--- config.mk ---
export PLATFORM = sky130hd
export DESIGN_NAME = pipeline_control
export DESIGN_NICKNAME = d
export VERILOG_FILES = /design/src/rtl/pipeline_control.sv
export SDC_FILE = /design/constraint.sdc
export NUM_CORES = 1
export LEC_CHECK = 0
export BUFFER_PORTS_ARGS = -buffer_cell sky130_fd_sc_hd__buf_2
export CAP_MARGIN = 20
export CORE_UTILIZATION = 55
export CTS_CLUSTER_DIAMETER = 200
export DETAILED_ROUTE_END_ITERATION = 12
export PLACE_DENSITY = 0.81
export SYNTH_ARGS = -nofsm -noshare
export SYNTH_HDL_FRONTEND = slang
export SYNTH_SLANG_ARGS = --single-unit
--- constraint.sdc ---
create_clock -name clk -period 6.6 [get_ports clk]
set_input_delay 0.33 -clock clk [delete_from_list [all_inputs] [get_ports clk]]
set_output_delay 0.33 -clock clk [all_outputs]
set_load 0.01 [all_outputs]
--- src/rtl/pipeline_control.sv ---
// Stall/flush sequencer for the 5-stage core: resolves memory wait, multi-cycle EX,
// taken-branch and load-use hazards, and counts stall cycles (saturating).
module pipeline_control #(
    parameter int MC_LATENCY = 3,
    parameter int CNT_WIDTH  = 32
) (
    input  logic                 clk,
    input  logic                 rst,
    input  logic                 i_mem_req,
    input  logic                 i_mem_ready,
    input  logic                 i_ex_multicycle,
    input  logic                 i_branch_taken,
    input  logic                 i_load_use,
    output logic                 o_pc_en,
    output logic                 o_if_id_en,
    output logic                 o_id_ex_en,
    output logic                 o_ex_mem_en,
    output logic                 o_mem_wb_en,
    output logic                 o_if_id_flush,
    output logic                 o_id_ex_flush,
    output logic                 o_ex_mem_flush,
    output logic                 o_mc_busy,
    output logic [CNT_WIDTH-1:0] o_stall_count
);

    typedef enum logic [0:0] {
        ST_RUN     = 1'b0,
        ST_MC_WAIT = 1'b1
    } state_t;

    localparam bit         MC_MULTI = (MC_LATENCY > 1);
    localparam logic [3:0] MC_INIT  = 4'(MC_LATENCY - 1);

    state_t               state_q, state_d;
    logic [3:0]           mc_cnt_q, mc_cnt_d;
    logic [CNT_WIDTH-1:0] stall_cnt_q, stall_cnt_d;
    logic                 mem_stall_s;

    assign mem_stall_s = i_mem_req & ~i_mem_ready;

    // Next-state and control decode, highest-priority hazard first.
    always_comb begin
        state_d        = state_q;
        mc_cnt_d       = mc_cnt_q;
        o_pc_en        = 1'b1;
        o_if_id_en     = 1'b1;
        o_id_ex_en     = 1'b1;
        o_ex_mem_en    = 1'b1;
        o_mem_wb_en    = 1'b1;
        o_if_id_flush  = 1'b0;
        o_id_ex_flush  = 1'b0;
        o_ex_mem_flush = 1'b0;
        o_mc_busy      = 1'b0;
        if (rst) begin
            o_pc_en     = 1'b0;
            o_if_id_en  = 1'b0;
            o_id_ex_en  = 1'b0;
            o_ex_mem_en = 1'b0;
            o_mem_wb_en = 1'b0;
        end else if (mem_stall_s) begin
            // Full freeze; a held multi-cycle op still occupies EX.
            o_pc_en     = 1'b0;
            o_if_id_en  = 1'b0;
            o_id_ex_en  = 1'b0;
            o_ex_mem_en = 1'b0;
            o_mem_wb_en = 1'b0;
            o_mc_busy   = (state_q == ST_MC_WAIT);
        end else begin
            case (state_q)
                ST_RUN: begin
                    if (i_ex_multicycle && MC_MULTI) begin
                        o_pc_en        = 1'b0;
                        o_if_id_en     = 1'b0;
                        o_id_ex_en     = 1'b0;
                        o_ex_mem_flush = 1'b1;
                        o_mc_busy      = 1'b1;
                        state_d        = ST_MC_WAIT;
                        mc_cnt_d       = MC_INIT;
                    end else if (i_branch_taken) begin
                        o_if_id_flush = 1'b1;
                        o_id_ex_flush = 1'b1;
                    end else if (i_load_use) begin
                        o_pc_en       = 1'b0;
                        o_if_id_en    = 1'b0;
                        o_id_ex_flush = 1'b1;
                    end else begin
                        o_mc_busy = 1'b0;
                    end
                end
                ST_MC_WAIT: begin
                    o_mc_busy = 1'b1;
                    if (mc_cnt_q > 4'd1) begin
                        o_pc_en        = 1'b0;
                        o_if_id_en     = 1'b0;
                        o_id_ex_en     = 1'b0;
                        o_ex_mem_flush = 1'b1;
                        mc_cnt_d       = mc_cnt_q - 4'd1;
                    end else begin
                        state_d  = ST_RUN;
                        mc_cnt_d = 4'd0;
                    end
                end
                default: begin
                    state_d  = ST_RUN;
                    mc_cnt_d = 4'd0;
                end
            endcase
        end
    end

    // Saturating count of cycles in which the PC did not advance.
    always_comb begin
        if (!o_pc_en && (stall_cnt_q != {CNT_WIDTH{1'b1}})) begin
            stall_cnt_d = stall_cnt_q + {{(CNT_WIDTH-1){1'b0}}, 1'b1};
        end else begin
            stall_cnt_d = stall_cnt_q;
        end
    end

    // State, multi-cycle countdown and stall counter registers.
    always_ff @(posedge clk or posedge rst) begin
        if (rst) begin
            state_q     <= ST_RUN;
            mc_cnt_q    <= 4'd0;
            stall_cnt_q <= {CNT_WIDTH{1'b0}};
        end else begin
            state_q     <= state_d;
            mc_cnt_q    <= mc_cnt_d;
            stall_cnt_q <= stall_cnt_d;
        end
    end

    assign o_stall_count = stall_cnt_q;

endmodule

# After elaboration in Yosys (flattened, before gate mapping)
# Cells that the tools add are included.
[totals]
register_bits = 37
output_inout_bits = 41
input_bits = 7
wordCells = 52
[op_classes]
n_addsub = 2
n_bitwise = 5
eq_ne = 2
reduce_logical = 4
muxes = 35
magnitude_cmp = 1
[ops]
columns = ["op", "n"]
rows = [
  ["$add 32x1->32 const B", 1],
  ["$ne 32x32->1 const B", 1],
  ["$mux 1", 28],
  ["$mux 4", 2],
  ["$pmux 1 s2", 4],
  ["$pmux 4 s2", 1],
  ["$gt 4x1->1 const B", 1],
  ["$not 1->1", 4],
  ["$sub 4x1->4 const B", 1],
  ["$reduce_and 3->1", 1],
  ["$ne 2x2->1 const B", 1],
  ["$reduce_and 2->1", 1],
  ["$and 1x1->1", 1],
  ["$logic_and 1x1->1", 1],
  ["$logic_not 1->1", 1],
]

# Depth between registers and ports, before layout
# Gate-level depths: netlist of run 1.
[logic_depth]
ltp_word = 8
mapped_depth = 9
mapped_depth_nobuf = 8

# Worst setup path after synthesis of run 1
# No wires, ideal clock.
[synth_timing]
path_kind = "reg-to-reg"
start = "register stall_cnt_q[0], in the netlist o_stall_count[0]"
end = "register stall_cnt_q[1], in the netlist o_stall_count[1]"
required_time_ns = 6.472
synth_period_minus_slack_ns = 2.226
path_buffers = 1
path_stages_with_launch = 8
setup_time_ns = 0.128
path_slack_ns = 4.374
arrival_time_ns = 2.099
path_cell_list = "dfrtp_1 > ha_1 > nand4_1 > or3_1 > buf_6 > or4_4 > nand2_2 > mux2_1"
[synth_via]
elab_chain_cells = 2
elab_cells_between_ends = 3
cone_classes = "1 x add/sub; 1 x eq/ne; 1 x reduce/logical"
[synth_lines]
columns = ["item", "line", "source"]
rows = [
  ["from (decl)", "36", "logic [CNT_WIDTH-1:0] stall_cnt_q, stall_cnt_d;"],
  ["from (signal assigned)", "125", "stall_cnt_q <= {CNT_WIDTH{1'b0}};"],
  ["from (signal assigned)", "129", "stall_cnt_q <= stall_cnt_d;"],
  ["parallel branches: the longest is 2 deep, another holds $add 32x1->32", "-", ""],
]
# Several ways; the timed one is not identified.
# A chain may end at the register's enable or synchronous reset.

# Worst setup path after layout of run 1
[layout_timing]
start = "register mc_cnt_q[0]"
end = "output o_if_id_en"
[layout_via]
elab_chain_cells = 5
[layout_lines]
columns = ["item", "line", "source"]
rows = [
  ["from (decl)", "35", "logic [3:0] mc_cnt_q, mc_cnt_d;"],
  ["from (signal assigned)", "128", "mc_cnt_q <= mc_cnt_d;"],
  ["$gt 4x1->1", "92", "if (mc_cnt_q > 4'd1) begin"],
  ["$mux 1", "92", ""],
  ["$pmux 1 s2", "69", "case (state_q)"],
  ["$mux 1", "60", "end else if (mem_stall_s) begin"],
  ["$mux 1", "54", "if (rst) begin"],
  ["to (decl)", "15", "output logic o_if_id_en,"],
]
# No other way between the ends.

==> out/metrics.yaml, run 1 <==
timing:
  fin_skew_ps: 6.63
  setup_tns_ps: 0
  fmax_mhz: 348
  max_slew_margin_pct: 59.9
  period_needed_ps: 2880
  rsz0062_at_grt: "no"
  worst_slew_pin_slew_ps: 601
  whs_ps: 114
  slew_viol_final: 0
  fin_crit_sh_pct: 43.6
  setup_violations: 0
  hold_viol: 0
  setup_slack_ps: 3720
clocking:
  cts.clk_slew.worst_paths_ps: 70
  cts_hold_buf: 0
  cts.sinks: 37
  clock-root-buffer: "clkbuf_8"
  cts_buffers: 5
  cts_setup_buffers: 0
  clkLatencyLatePin_ps: 290
  cts_max_path_buffers: 2
  h-tree-depth: 2
  cts_tree: "yes"
  cts_resized: 0
pwr:
  p_total_uw: 738
  powerDensity_mw_per_mm2: 305
  ir_drop_uv: 212
  leakage_uw: 0.00114
final_layout:
  layout.nets: 266
  syn_to_final_growth_pct: 17.9
  antenna_cells: 0
  drive_above_1_share_pct: 26.5
  stdcell_area_sq_mm: 0.00242
  final_cell_mix: "47 x buf_2, 37 x dfrtp_1, 15 x nor3_1, 15 x xor2_1"
  final_common_cell: "buf_2"
floorplan:
  die_w_microns: 63.0
  dieArea_sq_mm: 0.00397
  chipHeight_microns: 63.0
  num_rows: 21
  start_util_pct: 59.5
  core_area_sq_mm: 0.00344
  ios: 48
synth:
  seq_area_frac_synth_pct: 45.2
  async_flop_share_pct: 100
  ys_ff_latch: 37
  synth_fp_nets: 219
  yosys_warnings: 0
  synth-edff-count: 0
  netlist_area_sq_mm: 0.00205
  yosys.cell_types.count: 45
  syn_inst: 209
  synth_flop_cell: "dfrtp_1"
  syn_avg_cell_area_sq_um: 9.81
critical_path:
  crit_arrival_ps: 2550
  crit_type: "flop to output port"
  rrSetupSlack_ps: 3800
  r2r_cells: 8
  setup.worst_path.start_class: "flop"
  cp.required_ps: 6270
  crit_fanout: 12
  critPathCaptureType: "output port"
min_path:
  hold_path.class: "input port to async pin"
global_route:
  gr-usage-all-layers_pct: 23.5
  grt_overflow: 0
  grt_pass1_vias: 1539
  grt_pass1_wl_mm: 7.36
  antenna_found_initial: 0
  grt_max_degree: 22
placed_design:
  place_hpwl_mm: 3.20
  globalplace.congestion: 0.900
  portBuffers: 47
  dp_slack_ps: 3840
  place_area_sq_mm: 0.00230
detailed_routing:
  drc: 0
  vias: 1745
  drtIter0Drc: 134
  firstDrtPassIters: 4
  antenna_left: 0
  avgViaCountPerCell: 5.76
  wl_per_cell_microns: 14.1
  wirelength_mm: 4.28
run:
  drv_cap: 0
status:
  status: "finished clean"
[sequential cells by signal (all words and copies together), names as in the netlist]
name,cells
o_stall_count,32
mc_cnt_q,4
state_q,1
[worst paths after layout]
path,end,start
setup / recovery,o_if_id_en,mc_cnt_q[0]
hold reg to reg,o_stall_count[26],o_stall_count[26]
max in group asynchronous,o_stall_count[5],rst
setup reg to reg,o_stall_count[16],mc_cnt_q[0]
min in group clk,state_q,i_ex_multicycle
hold / removal,o_stall_count[19],rst
[logic make-up (layout without fill, tap and decap cells)]
| group | after synthesis | in the layout | synth area share (%) |
|---|---|---|---|
| adder cells (fa/ha/maj) | 3 | 3 | 1.83 |
| flip-flops | 37 | 37 | 45.2 |
| XOR/XNOR | 29 | 29 | 12.4 |
| buffers and inverters | 20 | 68 | 4.64 |
| AND/OR/NAND/NOR | 98 | 98 | 28.1 |
| AO/OA/AOI/OAI | 19 | 19 | 6.23 |
| multiplexers | 3 | 3 | 1.65 |
[metal layers]
| metal | up-vias | global-route usage, % | part of all wire, % |
|---|---|---|---|
| li1 | 845 | - | - |
| met1 | 854 | 34.4 | 50 |
| met2 | 42 | 34.8 | 45 |
| met3 | 4 | 5.11 | 4.3 |
| met4 | 0 | 6.10 | 0.54 |
| met5 | - | 0 | 0 |
[per-stage QoR]
| stage | util (%) | instances |
|---|---|---|
| 2_1_floorplan | - | 209 |
| 3_3_place_gp | 66.8 | 295 |
| 3_5_place_dp | 66.8 | 295 |
| 4_1_cts | 70.2 | 303 |
| 5_1_grt | 70.2 | 303 |
| 6_report | 70.2 | 303 |
[cell usage after synthesis (2+ instances only)]
cell type  count  share of area, %
dfrtp_1       37                45
nor3_1        15               3.7
xor2_1        15               6.4
nand2_1       14               2.6
xnor2_1       14               6.0
nand3_1       12               2.9
inv_1         11               2.0
nand4_1       10               3.1
nor2_1        10               1.8
nor4_1         9               2.7
o21ai_0        5               1.2
a21oi_1        4              0.98
and4_1         4               1.7
buf_2          4              0.98
and2_1         3              0.92
and3_1         3              0.92
ha_1           3               1.8
o2111ai_1      3               1.3
or2_2          3              0.92
buf_4          2              0.73
mux2_2         2               1.1
nand2b_1       2              0.61
o31ai_1        2              0.73
[power breakdown]
| part | internal [uW] | total (uW) | switching [uW] |
|---|---|---|---|
| clock network | 123 | 203 | 79.5 |
| logic | 92.5 | 203 | 111 |
| registers | 271 | 332 | 61.1 |
[layout make-up]
type | count | area [sq um]
Multi-Input combinational cell | 152 | 1030
Fill cell | 286 | 1030
Sequential cell | 37 | 926
Timing Repair Buffer | 48 | 243
Clock buffer | 7 | 86.3
Tap cell | 46 | 57.6
Inverter | 12 | 45.0
Clock inverter | 1 | 30.0
[critical path, stage by stage (launching register included)]
cell      delay (ps)
dfrtp_1          420
inv_1             70
ha_1             230
or2_1            260
a32oi_1          340
nand2b_1         420
inv_1            300
buf_2            220
(Power assumes the default switching activity.)
==> run 2, diff against run 1 <==
--- a/config.mk
+++ b/config.mk
@@ -7,10 +7,10 @@
 export LEC_CHECK = 0
 export BUFFER_PORTS_ARGS = -buffer_cell sky130_fd_sc_hd__buf_2
 export CAP_MARGIN = 20
-export CORE_UTILIZATION = 55
+export CORE_UTILIZATION = 53
 export CTS_CLUSTER_DIAMETER = 200
 export DETAILED_ROUTE_END_ITERATION = 12
-export PLACE_DENSITY = 0.81
+export PLACE_DENSITY = 0.79
 export SYNTH_ARGS = -nofsm -noshare
 export SYNTH_HDL_FRONTEND = slang
 export SYNTH_SLANG_ARGS = --single-unit
==> constraint.sdc (replaced) <==
create_clock -name clk -period 2.65 [get_ports clk]
set_input_delay 0.1325 -clock clk [delete_from_list [all_inputs] [get_ports clk]]
set_output_delay 0.1325 -clock clk [all_outputs]
set_load 0.01 [all_outputs]
==> out/metrics.yaml, run 2 (synthesis gave the netlist of run 1 again) <==
floorplan:
  num_rows: 22
  start_util_pct: 55.6
  ios: 48
  chipHeight_microns: 64.2
  core_area_sq_mm: 0.00369
  die_w_microns: 64.2
  dieArea_sq_mm: 0.00412
final_layout:
  syn_to_final_growth_pct: 19.2
  stdcell_area_sq_mm: 0.00244
  layout.nets: 269
  largest_reg_flops: 32
  antenna_cells: 0
  final_cell_mix: "47 x buf_2, 37 x dfrtp_1, 15 x nor3_1, 15 x xor2_1"
  final_common_cell: "buf_2"
  drive_above_1_share_pct: 26.9
  finalNonFillerCells: 308
timing:
  hold_viol: 0
  fin_skew_ps: 7.59
  period_needed_ps: 2350
  setup_violations: 0
  worst_slew_pin_slew_ps: 597
  setup_tns_ps: 0
  rsz0062_at_grt: "no"
  max_slew_margin_pct: 60.0
  slew_viol_final: 0
  fin_crit_sh_pct: 88.8
  fmax_mhz: 425
pwr:
  powerDensity_mw_per_mm2: 772
  p_total_uw: 1890
  leakage_uw: 0.00115
  ir_drop_uv: 383
clocking:
  cts_tree: "yes"
  cts.clk_slew.worst_paths_ps: 80
  h-tree-depth: 2
  cts_setup_buffers: 0
  cts_max_path_buffers: 2
  cts_buffers: 5
  clkLatencyLatePin_ps: 290
  cts_resized: 0
  cts_hold_buf: 1
  clock-root-buffer: "clkbuf_8"
  cts.sinks: 37
critical_path:
  cp.required_ps: 2830
  crit_type: "flop to flop"
  setup.worst_path.start_class: "flop"
  crit_fanout: 7
  critPathCaptureType: "flop"
  r2r-start: "o_stall_count[0]"
  crit_arrival_ps: 2540
  critPathLaunch: "o_stall_count[0]"
detailed_routing:
  drtIter0Drc: 154
  avgViaCountPerCell: 5.86
  wl_per_cell_microns: 15.4
  vias: 1805
  wirelength_mm: 4.73
  antenna_left: 0
  drc: 0
  firstDrtPassIters: 4
global_route:
  grt_pass1_wl_mm: 8.14
  grt_pass1_vias: 1710
  gr-usage-all-layers_pct: 26.4
  grt_overflow: 0
  grt_max_degree: 25
  antenna_found_initial: 0
min_path:
  min_from: "i_ex_multicycle"
  hold_path.class: "input port to flop"
status:
  status: "finished clean"
placed_design:
  portBuffers: 47
  place_area_sq_mm: 0.00232
  placed_cells: 299
  place_hpwl_mm: 3.33
  globalplace.congestion: 0.860
run:
  drv_cap: 0
[run 2: path summary, 6_finish.rpt]
check | end | slack (ps) | cells after the start
max | o_stall_count[1] | 300 | 6
min | state_q | 170 | 3
max reg2reg | o_stall_count[1] | 300 | 6
min reg2reg | o_stall_count[26] | 480 | 1
max in group asynchronous | mc_cnt_q[2] | 1490 | 4
min in group asynchronous | o_stall_count[1] | 440 | 3
[run 2: routing by layer]
layer	global-route usage [%]	wire length, microns	vias to the layer above
met5	0	0	-
met4	11.4	156	0
li1	-	-	858
met3	6.43	379	16
met2	38.4	2110	88
met1	37.2	2090	843
[run 2: final cells by class]
| type | count | area [sq um] |
|---|---|---|
| clock buffers | 7 | 86.3 |
| clock inverters | 1 | 30.0 |
| fillers | 313 | 1240 |
| inverters | 12 | 45.0 |
| multi-input cells | 152 | 1030 |
| flip-flops and latches | 37 | 926 |
| well taps | 48 | 60.1 |
| repair buffers | 51 | 268 |
[run 2: power breakdown]
group	switching, uW	total [uW]	internal (uW)
registers	152	826	674
logic	296	540	245
clock network	212	519	307
total	660	1890	1230
[run 2: critical path, cell delays in order, from the launching register on]
cell and delay (ps):
dfrtp_1 450, ha_1 230, nand4_1 150, or3_1 480, or4_4 490, nand2_2 110
mux2_1 330
[run 2: metrics by stage]
stage	hold WS (ps)	utilization (%)	setup WS [ps]
5_1_grt	192	66.2	95.0
3_3_place_gp	217	62.8	405
4_1_cts	170	66.2	312
2_1_floorplan	312	-	424
3_5_place_dp	223	62.8	335
6_report	166	66.2	297
==> run 3, diff against run 2 <==
==> constraint.sdc (replaced) <==
create_clock -name clk -period 2.65 [get_ports clk]
set_input_delay 0.265 -clock clk [delete_from_list [all_inputs] [get_ports clk]]
set_output_delay 0.265 -clock clk [all_outputs]
set_load 0.01 [all_outputs]
==> out/metrics.yaml, run 3 (synthesis gave the netlist of run 1 again) <==
critical_path:
  crit_arrival_ps: 2540
  crit_type: "flop to flop"
  r2r-end: "o_stall_count[1]"
  cp.required_ps: 2830
  critPathCaptureType: "flop"
  r2r_cells: 6
  crit_fanout: 7
  setup.worst_path.start_class: "flop"
  r2r-start: "o_stall_count[0]"
  rrSetupSlack_ps: 290
global_route:
  antenna_found_initial: 0
  gr-usage-all-layers_pct: 26.2
  busiest_layer: "met2"
  grt_util_met3_pct: 6.25
  grt_pass1_wl_mm: 8.07
  grt_max_degree: 25
  globalRouteMet2Util_pct: 38.7
  grt_overflow: 0
  grt_util_met1_pct: 36.9
  grt_pass1_vias: 1707
timing:
  setup_slack_ps: 288
  slew_viol_final: 0
  period_needed_ps: 2360
  rsz0062_at_grt: "no"
  setup_violations: 0
  max_slew_margin_pct: 61.4
  worst_slew_pin_slew_ps: 576
  fin_skew_ps: 7.33
  hold_viol: 0
  setup_tns_ps: 0
  fin_crit_sh_pct: 89.1
  fmax_mhz: 423
clocking:
  cts_buffers: 5
  cts.clk_slew.worst_paths_ps: 80
  clock-root-buffer: "clkbuf_8"
  cts_tree: "yes"
  cts_max_path_buffers: 2
  h-tree-depth: 2
  cts.sinks: 37
  clkLatencyLatePin_ps: 290
  cts_setup_buffers: 0
  cts_hold_buf: 0
  cts_resized: 0
final_layout:
  fillers: 315
  stdcell_area_sq_mm: 0.00243
  final_common_cell: "buf_2"
  syn_to_final_growth_pct: 18.7
  largest_reg_flops: 32
  final_cell_mix: "47 x buf_2, 37 x dfrtp_1, 15 x nor3_1, 15 x xor2_1"
  multi_input_area_sq_mm: 0.00103
  ff_latch_area_sq_um: 926
  antenna_cells: 0
  final_util_pct: 66.0
  layout.nets: 268
  drive_above_1_share_pct: 27.0
  finalNonFillerCells: 307
detailed_routing:
  drtIter0Drc: 189
  firstDrtPassIters: 4
  vias: 1790
  drc: 0
  wl_per_cell_microns: 15.5
  avgViaCountPerCell: 5.83
  wirelength_mm: 4.74
  antenna_left: 0
floorplan:
  ios: 48
  chipHeight_microns: 64.2
  num_rows: 22
  core_area_sq_mm: 0.00369
  start_util_pct: 55.6
  die_w_microns: 64.2
  dieArea_sq_mm: 0.00412
placed_design:
  dp_slack_ps: 335
  place_area_sq_mm: 0.00232
  globalplace.congestion: 0.860
  placed_cells: 299
  place_hpwl_mm: 3.33
  portBuffers: 47
pwr:
  ir_drop_uv: 381
  leakage_uw: 0.00115
  powerDensity_mw_per_mm2: 775
status:
  status: "finished clean"
min_path:
  hold_path.class: "input port to async pin"
run:
  drv_cap: 0
[run 3: worst max-delay path by stage]
stage / end / startpoint / slack (ps) / depth (start not counted)
floorplan: o_stall_count[1] / o_stall_count[0] / 420 / 7
global placement: o_stall_count[1] / o_stall_count[0] / 410 / 6
detailed placement: o_stall_count[1] / o_stall_count[0] / 330 / 6
CTS: o_stall_count[1] / o_stall_count[0] / 310 / 6
global route: o_stall_count[20] / o_stall_count[0] / 90 / 6
finish: o_stall_count[1] / o_stall_count[0] / 290 / 6
[run 3: routing by layer]
metal	vias to the layer above	routed length [microns]
li1	850	-
met4	0	122
met5	-	0
met2	75	2160
met3	12	321
met1	853	2140
[run 3: critical path, stage by stage (launching register included)]
cell     delay, ps
dfrtp_1        450
ha_1           240
nand4_1        150
or3_1          480
or4_4          490
nand2_2        110
mux2_1         330
[run 3: cell type report]
| cell class | count | share of cell area [%] |
|---|---|---|
| Tap cell | 48 | 2.47 |
| Timing Repair Buffer | 50 | 10.6 |
| Inverter | 12 | 1.85 |
| Sequential cell | 37 | 38.0 |
| Clock inverter | 1 | 1.23 |
| Clock buffer | 7 | 3.55 |
| Multi-Input combinational cell | 152 | 42.3 |
[run 3: power breakdown]
part	internal [uW]	total [uW]	leakage, uW	switching [uW]
clock network	307	517	0.0000585	210
registers	674	827	0.000454	154
logic	244	541	0.000636	297
[run 3: metrics by stage]
stage | power [uW] | hold slack (ps)
after floorplan | 1180 | 445
after global placement | 1350 | 349
after detailed placement | 1360 | 356
after CTS | 1870 | 41.8
after global routing | 1990 | 48.6
final | 1880 | 17.3
